**config.mk**
```make
export PLATFORM = sky130hd
export DESIGN_NAME = sr_latch_bank
export DESIGN_NICKNAME = d
export VERILOG_FILES = /design/src/rtl/sr_latch_pkg.sv /design/src/rtl/sr_input_filter.sv /design/src/rtl/sr_latch_bank.sv
export SDC_FILE = /design/constraint.sdc
export NUM_CORES = 1
export LEC_CHECK = 0
export BUFFER_PORTS_ARGS = -buffer_cell sky130_fd_sc_hd__buf_2
export CAP_MARGIN = 0
export CELL_PAD_IN_SITES_DETAIL_PLACEMENT = 1
export CELL_PAD_IN_SITES_GLOBAL_PLACEMENT = 2
export CORE_UTILIZATION = 40
export CTS_CLUSTER_DIAMETER = 120
export DETAILED_ROUTE_END_ITERATION = 16
export PLACE_DENSITY_LB_ADDON = 0.1
export SKIP_LAST_GASP = 1
export SYNTH_ARGS = -nofsm -noshare
export SYNTH_HDL_FRONTEND = slang
export SYNTH_HIERARCHICAL = 1
export SYNTH_SLANG_ARGS = --single-unit
```
**constraint.sdc**
```tcl
create_clock -name clk -period 1.32 [get_ports clk]
set_input_delay 0.132 -clock clk [delete_from_list [all_inputs] [get_ports clk]]
set_output_delay 0.132 -clock clk [all_outputs]
set_load 0.005 [all_outputs]
```
**src/rtl/sr_latch_pkg.sv**
```systemverilog
// Shared encodings and helpers for the clocked SR latch bank.
package sr_latch_pkg;

  // Rules for resolving a cell whose set and reset are both asserted
  localparam int unsigned SR_RST_DOM = 0;
  localparam int unsigned SR_SET_DOM = 1;
  localparam int unsigned SR_HOLD    = 2;
  localparam int unsigned SR_TOGGLE  = 3;

  // Width needed to count 0..filterCycles without wrapping
  function automatic int unsigned filterCntWidth(input int unsigned filterCycles);
    return $clog2(filterCycles + 1);
  endfunction

endpackage

```
**src/rtl/sr_input_filter.sv**
```systemverilog
// One-bit synchroniser followed by a consecutive-cycle glitch filter.
module sr_input_filter
  import sr_latch_pkg::*;
#(
  parameter int unsigned SYNC_STAGES   = 2,
  parameter int unsigned FILTER_CYCLES = 4
) (
  input  logic clk,
  input  logic notRst,
  input  logic rawIn,
  output logic filtered
);

  localparam int unsigned CntW = filterCntWidth(FILTER_CYCLES);

  logic [SYNC_STAGES-1:0] syncQ;
  logic [CntW-1:0]        cntQ, cntD;
  logic                   filtQ, filtD;
  logic                   synced;

  assign synced   = syncQ[SYNC_STAGES-1];
  assign filtered = filtQ;

  // The filtered value follows on the edge the count would reach FILTER_CYCLES
  always_comb begin
    filtD = filtQ;
    cntD  = '0;
    if (synced != filtQ) begin
      if (cntQ == CntW'(FILTER_CYCLES - 1)) begin
        filtD = synced;
      end else begin
        cntD = cntQ + CntW'(1);
      end
    end
  end

  always_ff @(posedge clk or negedge notRst) begin
    if (!notRst) begin
      syncQ <= '1;
      cntQ  <= '0;
      filtQ <= 1'b1;
    end else begin
      syncQ <= {syncQ[SYNC_STAGES-2:0], rawIn};
      cntQ  <= cntD;
      filtQ <= filtD;
    end
  end

endmodule

```
**src/rtl/sr_latch_bank.sv**
```systemverilog
// Bank of independent clocked SR cells fed by filtered active-low set/reset inputs.
module sr_latch_bank
  import sr_latch_pkg::*;
#(
  parameter int unsigned CHANNELS      = 4,
  parameter int unsigned SYNC_STAGES   = 2,
  parameter int unsigned FILTER_CYCLES = 4,
  parameter int unsigned MODE          = 0
) (
  input  logic                clk,
  input  logic                notRst,
  input  logic [CHANNELS-1:0] notS,
  input  logic [CHANNELS-1:0] notR,
  input  logic                clearAll,
  output logic [CHANNELS-1:0] Q,
  output logic [CHANNELS-1:0] notQ,
  output logic [CHANNELS-1:0] setPulse,
  output logic [CHANNELS-1:0] resetPulse,
  output logic [CHANNELS-1:0] invalid
);

  logic [CHANNELS-1:0] fs, fr;
  logic [CHANNELS-1:0] qQ, qD;
  logic [CHANNELS-1:0] bothQ;
  logic [CHANNELS-1:0] setPulseQ, resetPulseQ;

  for (genvar i = 0; i < CHANNELS; i++) begin : gen_filters
    sr_input_filter #(
      .SYNC_STAGES  (SYNC_STAGES),
      .FILTER_CYCLES(FILTER_CYCLES)
    ) u_filt_s (
      .clk     (clk),
      .notRst  (notRst),
      .rawIn   (notS[i]),
      .filtered(fs[i])
    );

    sr_input_filter #(
      .SYNC_STAGES  (SYNC_STAGES),
      .FILTER_CYCLES(FILTER_CYCLES)
    ) u_filt_r (
      .clk     (clk),
      .notRst  (notRst),
      .rawIn   (notR[i]),
      .filtered(fr[i])
    );
  end

  assign invalid = ~fs & ~fr;

  always_comb begin
    qD = qQ;
    for (int i = 0; i < CHANNELS; i++) begin
      unique case ({fs[i], fr[i]})
        2'b01:   qD[i] = 1'b1;
        2'b10:   qD[i] = 1'b0;
        2'b11:   qD[i] = qQ[i];
        default: begin
          case (MODE)
            SR_RST_DOM: qD[i] = 1'b0;
            SR_SET_DOM: qD[i] = 1'b1;
            // Toggle only on the first edge of a both-asserted run
            SR_TOGGLE:  qD[i] = bothQ[i] ? qQ[i] : ~qQ[i];
            default:    qD[i] = qQ[i];
          endcase
        end
      endcase
    end
    if (clearAll) begin
      qD = '0;
    end
  end

  always_ff @(posedge clk or negedge notRst) begin
    if (!notRst) begin
      qQ          <= '0;
      bothQ       <= '0;
      setPulseQ   <= '0;
      resetPulseQ <= '0;
    end else begin
      qQ          <= qD;
      bothQ       <= invalid;
      setPulseQ   <= qD & ~qQ;
      resetPulseQ <= ~qD & qQ;
    end
  end

  assign Q          = qQ;
  assign notQ       = ~qQ;
  assign setPulse   = setPulseQ;
  assign resetPulse = resetPulseQ;

endmodule

```
==> impl_results.md, run 1 <==
- Net Count, Synth: between 150 and 200
- Top-count cell post-synth: dfrtp_1
- Clk pin slew, worst setup/hold paths: ~0.06 ns
- Async S/R FF share, synth: 1.00
- DRC: 0
- # Max-Cap Violations: 0
- R2R cell count: 3
- Placer Congestion: around 0.66
- Initial Util: 0.425
- Post-DP HPWL: about 2.5 mm
- Total Wirelength: roughly 3.6 mm
- Crit Reg-Reg Endpoint: gen_filters[2].u_filt_s/filtered
- Area after DPL: ~2500 µm²
- Ys Warns: 6
- Post-synth top area cell: dfrtp_1
- # IOs: 31
- Hold Path Origin: clearAll
- Run status: completed
- Antenna fix cells: 0
- Synth cell count leaders: dfrtp_1 (36), dfstp_2 (24), nor3b_1 (16)
- Worst Setup Path Type: flop to output port
- Synthesized flop and latch total: 60
- Register area share after synthesis: 0.692
- Worst EP arrival: ~1.1 ns
- Top post-synthesis cells by area: dfrtp_1 (41%), dfstp_2 (29%), nor3b_1 (5.4%)
- Synthesized area per cell: 15.8 µm²
- Fmax: ~800 MHz
- ANT nets after route: 0
- Vias in the first global route: around 1400
- Layout area overhead: 24.0%
- Mapped Area: between 2000 and 2500 µm²
- R2R setup slack: 0.20 ns
- Largest net degree at the start of global routing: slightly above 60
- GRT Residual Overflow: 0
- CTS max path bufs: 2
- Reg-to-Reg Start: gen_filters[2].u_filt_s/cntQ[0]
- CP required: ~1.2 ns
- Worst Hold Path EP: Q[3]
- Power Density: about 2000 nW/µm²
- # clock sinks: 60
- Drt via density: 4.67
- Die height: 76.4 µm
- Overall Global Routing Usage: 0.147
- Max-slew headroom: 0.793
- CTS tree: yes
- Core area: between 5000 and 6000 µm²
- Fillers: 516
- CP Launch Type: flop
- Die ar.: 5830 µm²
- Min cycle time layout: roughly 1.2 ns
- Setup_tns: 0 ns
- Synth Instances: 140
- Drt pass-1 iters: 3
- Cell Rows: 26
- Worst-margin pin slew: about 0.31 ns
- Wirelength per Cell: roughly 13 µm
- H-Tree Depth: 3
- Vias: 1243
- Final Cell Area: 2740 µm²
- Worst-Skew Late Latency: approximately 0.33 ns
- Nets: 210
- Final Hold Slack: 0.163 ns
- Largest fanout on the critical path: 4
- Top_reg_cell synth: dfrtp_1
- First-pass GRT wire length: 6.44 mm
- Leak pwr: 1.27 nW
- # hold bufs at CTS: 9
- Worst vdd ir: 1040 µV
- Die Wd: roughly 76 µm
- CP Capture Type: output port
- Final core occ: 0.527
- Hold depth: 3
- CP startpoint: gen_filters[1].u_filt_r/filtered
- Final Hold Viols: 0
- Clock skew: 0.00819 ns
- Tcrit/Tclk final: 0.944
- Register area: 1530 µm²
- RSZ-0062 raised after global routing: no
- DRT iter0 DRCs: approximately 50
- Initial antenna violation count: 0
- Top-area cell type share of the netlist area: 0.407
- Post-synth EDFFs: 0
- Post-cts sizing count: 0
- Max Slew Vio Count: 0
- Hold Crit Class: input pin to flop
- Netlist cell types: 13
- Post-CTS Setup Bufs: 0
- Clock Tree Root: clkbuf_8
- Input/output buffers: 30
- CTS buffer count: 9
- Finish-stage setup viols: 0
- Layout cell share with drive strength beyond 1: 0.454
- Area of the multi-input gates: ~670 µm²
[how the worst max path moves through the flow]
stage                                                   to  cells after the start
after global routing                            invalid[1]                      2
after CTS                                       invalid[1]                      2
after floorplan           gen_filters[0].u_filt_r/filtered                      3
after global placement    gen_filters[0].u_filt_s/filtered                      3
after detailed placement  gen_filters[2].u_filt_s/filtered                      3
final                                           invalid[1]                      2
[report_power, final]
| group | internal [W] | leakage [nW] | switching (W) | total (W) |
|---|---|---|---|---|
| Combinational | 0.000706 | 0.439 | 0.000544 | 0.00125 |
| Clock | 0.000830 | 0.0965 | 0.000650 | 0.00148 |
| Sequential | 0.00240 | 0.732 | 0.000347 | 0.00274 |
[kinds of logic (layout without fill, tap and decap cells)]
group | Yosys count | after routing | synth area share
XOR/XNOR | 8 | 8 | 0.0317
buffers and inverters | 4 | 60 | 0.00679
AND/OR/NAND/NOR | 48 | 48 | 0.174
flip-flops | 60 | 60 | 0.692
adder cells (fa/ha/maj) | 8 | 8 | 0.0453
AO/OA/AOI/OAI | 4 | 4 | 0.00905
multiplexers | 8 | 8 | 0.0407
[through the flow]
stage                     instances  total power [W]  setup slack, ns
after detailed placement        241          0.00404            0.201
after floorplan                 140          0.00353            0.285
after global placement          241          0.00391            0.248
final                           266          0.00547           0.0740
after global routing            266          0.00586           0.0261
after CTS                       266          0.00558           0.0516
[worst max-delay path, stage by stage (launching register included)]
cell	delay, ns
dfstp_2	0.60
nor2_1	0.07
buf_2	0.12
[area by class of cell]
type,count,area share
Sequential cell,60,0.558
Multi-Input combinational cell,76,0.243
Timing Repair Buffer,40,0.0949
Clock buffer,14,0.0630
Tap cell,70,0.0319
Inverter,4,0.00547
Clock inverter,2,0.00365
[cells in the final DEF (no fill, tap or decap), drive strengths merged, types with 8 or more instances in the layout]
cell and n:
dfrtp 36, ha 8, mux2 8, dlygate4sd3 9
nor3 12, nor2b 8, clkbuf 14, nor3b 16
xnor2 8, dfstp 24, buf 31
[layer usage]
metal,global-route usage,wire [µm]
met1,0.150,1470
met2,0.257,1870
met3,0.0719,182
met4,0.0577,48
met5,0,0
[registers in the layout (all words and copies together) (netlist names)]
signal / cells
Q: 4
gen_filters.u_filt_r/cntQ: 12
gen_filters.u_filt_r/filtered: 4
gen_filters.u_filt_r/syncQ: 8
gen_filters.u_filt_s/cntQ: 12
gen_filters.u_filt_s/filtered: 4
gen_filters.u_filt_s/syncQ: 8
resetPulse: 4
setPulse: 4
No activity file was read; power rests on OpenSTA's default activity.
==> run 2, diff against run 1 <==
--- a/config.mk
+++ b/config.mk
@@ -5,11 +5,12 @@
 export SDC_FILE = /design/constraint.sdc
 export NUM_CORES = 1
 export LEC_CHECK = 0
+export ABC_AREA = 1
 export BUFFER_PORTS_ARGS = -buffer_cell sky130_fd_sc_hd__buf_2
 export CAP_MARGIN = 0
 export CELL_PAD_IN_SITES_DETAIL_PLACEMENT = 1
 export CELL_PAD_IN_SITES_GLOBAL_PLACEMENT = 2
-export CORE_UTILIZATION = 40
+export CORE_UTILIZATION = 36
 export CTS_CLUSTER_DIAMETER = 120
 export DETAILED_ROUTE_END_ITERATION = 16
 export PLACE_DENSITY_LB_ADDON = 0.1
==> impl_results.md, run 2 <==
- DRC: 0
- Drt via density: 4.36
- Clock Tree Root: clkbuf_8
- Most frequent cells in the layout: nand2_1 (48), inv_1 (44), dfrtp_1 (36)
- GRT Residual Overflow: 0
- Post-synth top area cell: dfrtp_1
- Ys Warns: 6
- Leak pwr: about 1.5 nW
- Max Slew Vio Count: 0
- RSZ-0062 raised after global routing: no
- Tcrit/Tclk final: 0.942
- Worst-margin pin slew: about 0.32 ns
- Post-DP HPWL: between 2 and 3 mm
- Initial Util: 0.376
- Clk pin slew, worst setup/hold paths: 0.06 ns
- Layout area overhead: 23.3%
- Area after DPL: 2670 µm²
- Antenna fix cells: 0
- Net Count, Synth: roughly 260
- Setup_tns: 0 ns
- # IOs: 31
- Synth Instances: between 200 and 250
- Post-cts sizing count: 0
- Finish-stage setup viols: 0
- Worst-Skew Late Latency: around 0.33 ns
- Fmax: ~800 MHz
- Die Wd: around 84 µm
- Worst Setup Path Type: flop to output port
- DRT iter0 DRCs: between 50 and 60
- Fillers: approximately 740
- Register area share after synthesis: 0.638
- # clock sinks: 60
- Input/output buffers: 30
- Worst EP arrival: approximately 1.1 ns
- CP Capture Type: output port
- Die ar.: approximately 7000 µm²
- Max-slew headroom: 0.789
- Post-synth EDFFs: 0
- Top post-synthesis cells by area: dfrtp_1 (38%), dfstp_2 (26%), nand2_1 (7.5%)
- Clock skew: 0.00712 ns
- Final Hold Slack: 0.122 ns
- Hold Crit Class: input pin to flop
- Die height: ~84 µm
- Netlist cell types: 12
- CTS max path bufs: 2
- CP required: approximately 1.2 ns
- Core area: roughly 6400 µm²
- Run status: completed
- Total Wirelength: approximately 4.2 mm
- CTS buffer count: 9
- Layout cell share with drive strength beyond 1: 0.365
- Initial antenna violation count: 0
- CP Launch Type: flop
- # Max-Cap Violations: 0
- Top_reg_cell synth: dfrtp_1
- Power Density: a little under 2000 nW/µm²
- CTS tree: yes
- Synthesized area per cell: 10.1 µm²
- Vias: ~1600
- Top-count cell post-synth: nand2_1
- Largest fanout on the critical path: 6
- Placer Congestion: 0.662
- Vias in the first global route: between 1500 and 2000
- First-pass GRT wire length: slightly below 8 mm
- H-Tree Depth: 3
- Min cycle time layout: roughly 1.2 ns
- Final Hold Viols: 0
- Top-area cell type share of the netlist area: 0.376
- Nets: about 300
- Post-CTS Setup Bufs: 0
- Overall Global Routing Usage: 0.144
- Worst vdd ir: roughly 950 µV
- Drt pass-1 iters: 4
- Synthesized flop and latch total: 60
- Async S/R FF share, synth: 1.00
- Final core occ: 0.463
- Wirelength per Cell: approximately 11 µm
- Mapped Area: between 2000 and 2500 µm²
- Synth cell count leaders: nand2_1 (48), inv_1 (44), dfrtp_1 (36)
- Largest net degree at the start of global routing: 61
- Final Cell Area: slightly below 3000 µm²
- Commonest non-fill, non-tap cell in the layout: nand2_1
- Largest regs: gen_filters.u_filt_r/cntQ x12, gen_filters.u_filt_s/cntQ x12
- Cell Rows: 29
- ANT nets after route: 0
[run 2: cell count changes after synthesis, sizes merged, moves of 16 or more]
cell,change
nand2,+76
nor3b,-16
nor2,+24
inv,+41
[run 2: power breakdown]
group,leakage [nW],internal (W),switching [W]
clock,0.102,0.000968,0.000681
combinational,0.673,0.000611,0.000789
sequential,0.731,0.00237,0.000343
[run 2: cells by family after synthesis]
logic type | count (synthesis) | share of synthesized area
fa+ha+maj | 8 | 0.0417
buf+inv | 45 | 0.0715
compound gates | 8 | 0.0230
flops | 60 | 0.638
simple gates | 116 | 0.225
[run 2: timing repair]
action / in CTS / in global routing
hold buffers: 9 / 0
setup endpoints to repair: 0 / 0
hold endpoints to repair: 44 / 0
[run 2: worst paths after layout]
check | startpoint | endpoint | slack (ns) | depth (start not counted)
hold reg to reg | gen_filters[2].u_filt_r/syncQ[0] | gen_filters[2].u_filt_r/syncQ[1] | 0.36 | 0
setup reg to reg | gen_filters[0].u_filt_r/cntQ[0] | gen_filters[0].u_filt_r/cntQ[0] | 0.36 | 4
hold / removal | clearAll | Q[0] | 0.12 | 4
setup / recovery | gen_filters[2].u_filt_r/filtered | invalid[2] | 0.08 | 2
max in group asynchronous | notRst | gen_filters[0].u_filt_s/syncQ[0] | 0.67 | 3
min in group asynchronous | notRst | gen_filters[1].u_filt_r/cntQ[2] | 0.32 | 3
[run 2: metrics by stage]
stage | instances | total power [W] | setup slack, ns
floorplan | 237 | 0.00364 | 0.464
global placement | 345 | 0.00412 | 0.400
detailed placement | 345 | 0.00417 | 0.359
CTS | 370 | 0.00590 | 0.0442
global route | 370 | 0.00621 | 0.00988
finish | 370 | 0.00576 | 0.0762
[run 2: per-layer routing]
layer	global-route usage	up-vias	wire [µm]
li1	-	807	-
met1	0.172	773	1920
met2	0.226	28	2060
met3	0.0653	5	197
met4	0.0555	0	68
met5	0	-	0
[run 2: cell type report]
type	instances	area, µm²	share of cell area
sequential	60	1530	0.518
multi-input combinational	132	696	0.235
timing repair buffer	40	260	0.0880
inverter	45	171	0.0580
clock buffer	12	155	0.0525
tap	77	96.3	0.0326
clock inverter	4	47.5	0.0161
[run 2: worst max-delay path: stages, from the launching register on]
cell and delay, ns:
dfstp_2 0.59, nor2_1 0.07, buf_2 0.12
